## src/rtl/debounce_64.sv

```systemverilog
// Debouncer for one asynchronous, bouncy input: a flop synchroniser followed by
// a stability filter that commits a new level only after it has held for
// STABLE_CYCLES consecutive clocks, plus one-cycle press/release strobes.
module debounce_64 #(
   parameter int unsigned STABLE_CYCLES = 64,
   parameter int unsigned SYNC_STAGES   = 2,
   parameter logic        RESET_LEVEL   = 1'b0
) (
   input  logic clk,
   input  logic reset,
   input  logic noisy_in,
   output logic clean_out,
   output logic rise_pulse,
   output logic fall_pulse
);

   localparam int unsigned CNT_W = (STABLE_CYCLES > 1) ? $clog2(STABLE_CYCLES) : 1;
   localparam logic [CNT_W-1:0] CNT_MAX = CNT_W'(STABLE_CYCLES - 1);

   logic [SYNC_STAGES-1:0] sync_q, sync_d;
   logic [CNT_W-1:0]       cnt_q, cnt_d;
   logic                   clean_q, clean_d;
   logic                   rise_q, rise_d;
   logic                   fall_q, fall_d;
   logic                   sync_in;

   assign sync_in = sync_q[SYNC_STAGES-1];

   // Next-state: shift the synchroniser, count disagreement, commit at the threshold.
   always_comb begin
      sync_d  = {sync_q[SYNC_STAGES-2:0], noisy_in};
      cnt_d   = cnt_q;
      clean_d = clean_q;
      rise_d  = 1'b0;
      fall_d  = 1'b0;
      if (sync_in != clean_q) begin
         if (cnt_q == CNT_MAX) begin
            clean_d = sync_in;
            cnt_d   = '0;
            rise_d  = sync_in;
            fall_d  = ~sync_in;
         end else begin
            cnt_d = cnt_q + CNT_W'(1);
         end
      end else begin
         // Any sample agreeing with the committed level restarts the count.
         cnt_d = '0;
      end
   end

   // State registers with synchronous active-high reset.
   always_ff @(posedge clk) begin
      if (reset) begin
         sync_q  <= {SYNC_STAGES{RESET_LEVEL}};
         cnt_q   <= '0;
         clean_q <= RESET_LEVEL;
         rise_q  <= 1'b0;
         fall_q  <= 1'b0;
      end else begin
         sync_q  <= sync_d;
         cnt_q   <= cnt_d;
         clean_q <= clean_d;
         rise_q  <= rise_d;
         fall_q  <= fall_d;
      end
   end

   assign clean_out  = clean_q;
   assign rise_pulse = rise_q;
   assign fall_pulse = fall_q;

endmodule

```

## config.mk

```make
export PLATFORM = sky130hd
export DESIGN_NAME = debounce_64
export DESIGN_NICKNAME = d
export VERILOG_FILES = /design/src/rtl/debounce_64.sv
export SDC_FILE = /design/constraint.sdc
export NUM_CORES = 1
export LEC_CHECK = 0
export ABC_AREA = 1
export ABC_CLOCK_PERIOD_IN_PS = 1300
export CAP_MARGIN = 5
export CORE_MARGIN = 2
export CORE_UTILIZATION = 30
export DETAILED_ROUTE_END_ITERATION = 6
export GPL_TIMING_DRIVEN = 1
export SLEW_MARGIN = 20
export SYNTH_ARGS = -nofsm -noshare
export SYNTH_HDL_FRONTEND = slang
export SYNTH_SLANG_ARGS = --single-unit
```

## constraint.sdc

```tcl
create_clock -name clk -period 1.3 [get_ports clk]
set_input_delay 0.26 -clock clk [delete_from_list [all_inputs] [get_ports clk]]
set_output_delay 0.26 -clock clk [all_outputs]
set_load 0.02 [all_outputs]
```

==> out/qor.csv <==
stage,metric,value,unit
finish,finalInstanceArea,562,um2
sta,hold_viol,0,
detailed_routing,routedWlPerCell,7.35,um
pwr,power_leakage,0.254,nW
finish,layout_commonest_cell,nor2_1,
pwr,vdd_ir_drop_max,438,uV
detailed_routing,vias_per_cell,4.09,
clock_network,clock_latency,0.26,ns
floorplanning,die_h,43.2,um
sta,fin_tns_setup,0,ns
synth,synth_cell_types,12,
critical_path,critPathRequiredTime,1.04,ns
global_route,grt_pass1_vias,302,
critical_path,crit_chain,dlygate4sd2_1,
place,postPlaceCellArea,539,um2
sta,period_share,94.6,%
global_route,grt_overflow,0,
detailed_routing,drc_errors,0,
global_route,track_usage,7.99,%
clock_network,clk_path_buf_depth,2,
synth,synthesis.nets,64,
detailed_routing,drt.antenna.violating_nets,0,
floorplanning,dieArea,1870,um2
synth,syn_inst,60,
detailed_routing,dr.pass1.iters,2,
critical_path,worst-setup-path-type,flop to output port,
run_status,status,completed,
min_path,hold_path.class,flop to flop,
finish,antenna_cells,0,
synth,syn_area,462,um2
critical_path,path_max_fanout,4,
sta,min_period,1.23,ns
sta,clock.fmax,813,MHz
detailed_routing,wl,632,um
critical_path,cp_num_buf_inv,1,
detailed_routing,drt_iter0_drc,1,
finish,final_cell_mix,"nor2_1 (14), nand2_1 (12), inv_1 (12)",
finish,nets,75,
clock_network,clkTransAtPathRegs,0.07,ns
place,gp_congestion,0.689,
sta,worstMarginPinSlew,0.229,ns
global_route,antenna_found_initial,0,
run,maxCapViolations,0,
synth,yosysWarnings,0,
finish,area_growth,21.7,%
sta,fin_ws,0.0700,ns
clock_network,clkSinkCount,11,
detailed_routing,vias,352,
synth,yosysSeqAreaShare,47.7,%
clock_network,cts_tree,done,
place,place.port_buffers,5,
finish,drive_above_1_share,12.9,%
pwr,p_per_area,1050,nW/um2
critical_path,cp.arrival,0.97,ns
sta,fin_skew,0.00205,ns
place,dp_slack,0.0754,ns
floorplanning,design.core.area,1470,um2
critical_path,crit_family,flip-flops,
finish,fin_util,38.2,%
critical_path,critPathCaptureType,output port,
finish,nFillCells,161,
sta,slew_headroom,84.7,%
clock_network,cts-root-buf,clkbuf_4,
floorplanning,ios,6,
critical_path,slowest_stage,dfxtp_1,
sta,final-setup-viol-count,0,
synth,syn_area_per_cell,7.69,um2
global_route,grt_first_pass_wirelength,1.08,mm
floorplanning,die_x,43.2,um
clock_network,cts.htree.levels,1,
floorplanning,rows,14,
sta,slew_violations,0,
clock_network,cts_buffers,3,
global_route,grt_max_degree,7,
synth,synth-seq-cells,11,
floorplanning,start_util,31.4,%
clock_network,hold_buffers,0,
place,hpwl,514,um
critical_path,cpPeakStageDelay,0.37,ns
sta,rsz0062_at_grt,no,
critical_path,cp-start-kind,flop,
==> layout make-up <==
class / instances / area, um2 / area share, %
well taps: 16 / 20.0 / 3.56
multi-input cells: 37 / 196 / 35.0
flip-flops and latches: 11 / 220 / 39.2
repair buffers: 6 / 53.8 / 9.58
clock buffers: 4 / 26.3 / 4.68
inverters: 12 / 45.0 / 8.02
==> kinds of logic after synthesis <==
logic type / share of synthesized area (%)
xor+xnor: 3.79
fa+ha+maj: 2.71
compound gates: 3.52
simple gates: 32.5
flops: 47.7
buf+inv: 9.76
==> cells in the mapped netlist <==
cell       n  area share, %
nand3_1    2            2.2
xor2_1     1            1.9
inv_1     12            9.8
nor2_1    14             11
nand2_1   12            9.8
dfxtp_1   11             48
o21bai_1   1            1.6
nor2_4     2            4.9
o21ai_2    1            1.9
nand3_2    2            4.3
xnor2_1    1            1.9
ha_1       1            2.7
==> final timing paths <==
path | start | end | slack (ns) | cells past startpoint
setup / recovery | clean_out | clean_out | 0.07 | 1
hold / removal | sync_q[0] | sync_q[1] | 0.41 | 2
setup reg to reg | cnt_q[0] | cnt_q[3] | 0.15 | 4
hold reg to reg | sync_q[0] | sync_q[1] | 0.41 | 2
==> where the power goes <==
part / internal [mW] / total (mW) / switching [mW]
clock: 0.118 / 0.223 / 0.104
sequential: 0.341 / 0.343 / 0.00280
combinational: 0.0113 / 0.0209 / 0.00956
==> repair_timing <==
| item | in CTS | in global routing |
|---|---|---|
| hold endpoints to repair | 0 | 0 |
| gates resized for setup | 3 | 0 |
| buffers inserted | 0 | 0 |
| setup endpoints to repair | 3 | 0 |
==> stage by stage <==
| stage | power (mW) | instances | hold WS (ns) |
|---|---|---|---|
| 2_1_floorplan | 0.361 | 60 | 0.331 |
| 3_3_place_gp | 0.372 | 82 | 0.393 |
| 3_5_place_dp | 0.373 | 82 | 0.402 |
| 4_1_cts | 0.596 | 86 | 0.413 |
| 5_1_grt | 0.628 | 86 | 0.422 |
| 6_report | 0.587 | 86 | 0.408 |
==> per-layer routing <==
layer | vias to the layer above | GRT usage [%] | routed length [um]
li1 | 198 | - | -
met1 | 150 | 8.53 | 305
met2 | 4 | 13.1 | 301
met3 | 0 | 2.55 | 25
met4 | 0 | 5.45 | 0
met5 | - | 0 | 0
==> state kept, by name (all words and copies together), names as in the netlist <==
register and count:
clean_out 1, fall_pulse 1, sync_q 2, rise_pulse 1, cnt_q 6
Note: power is estimated with default switching activity, not from simulation.
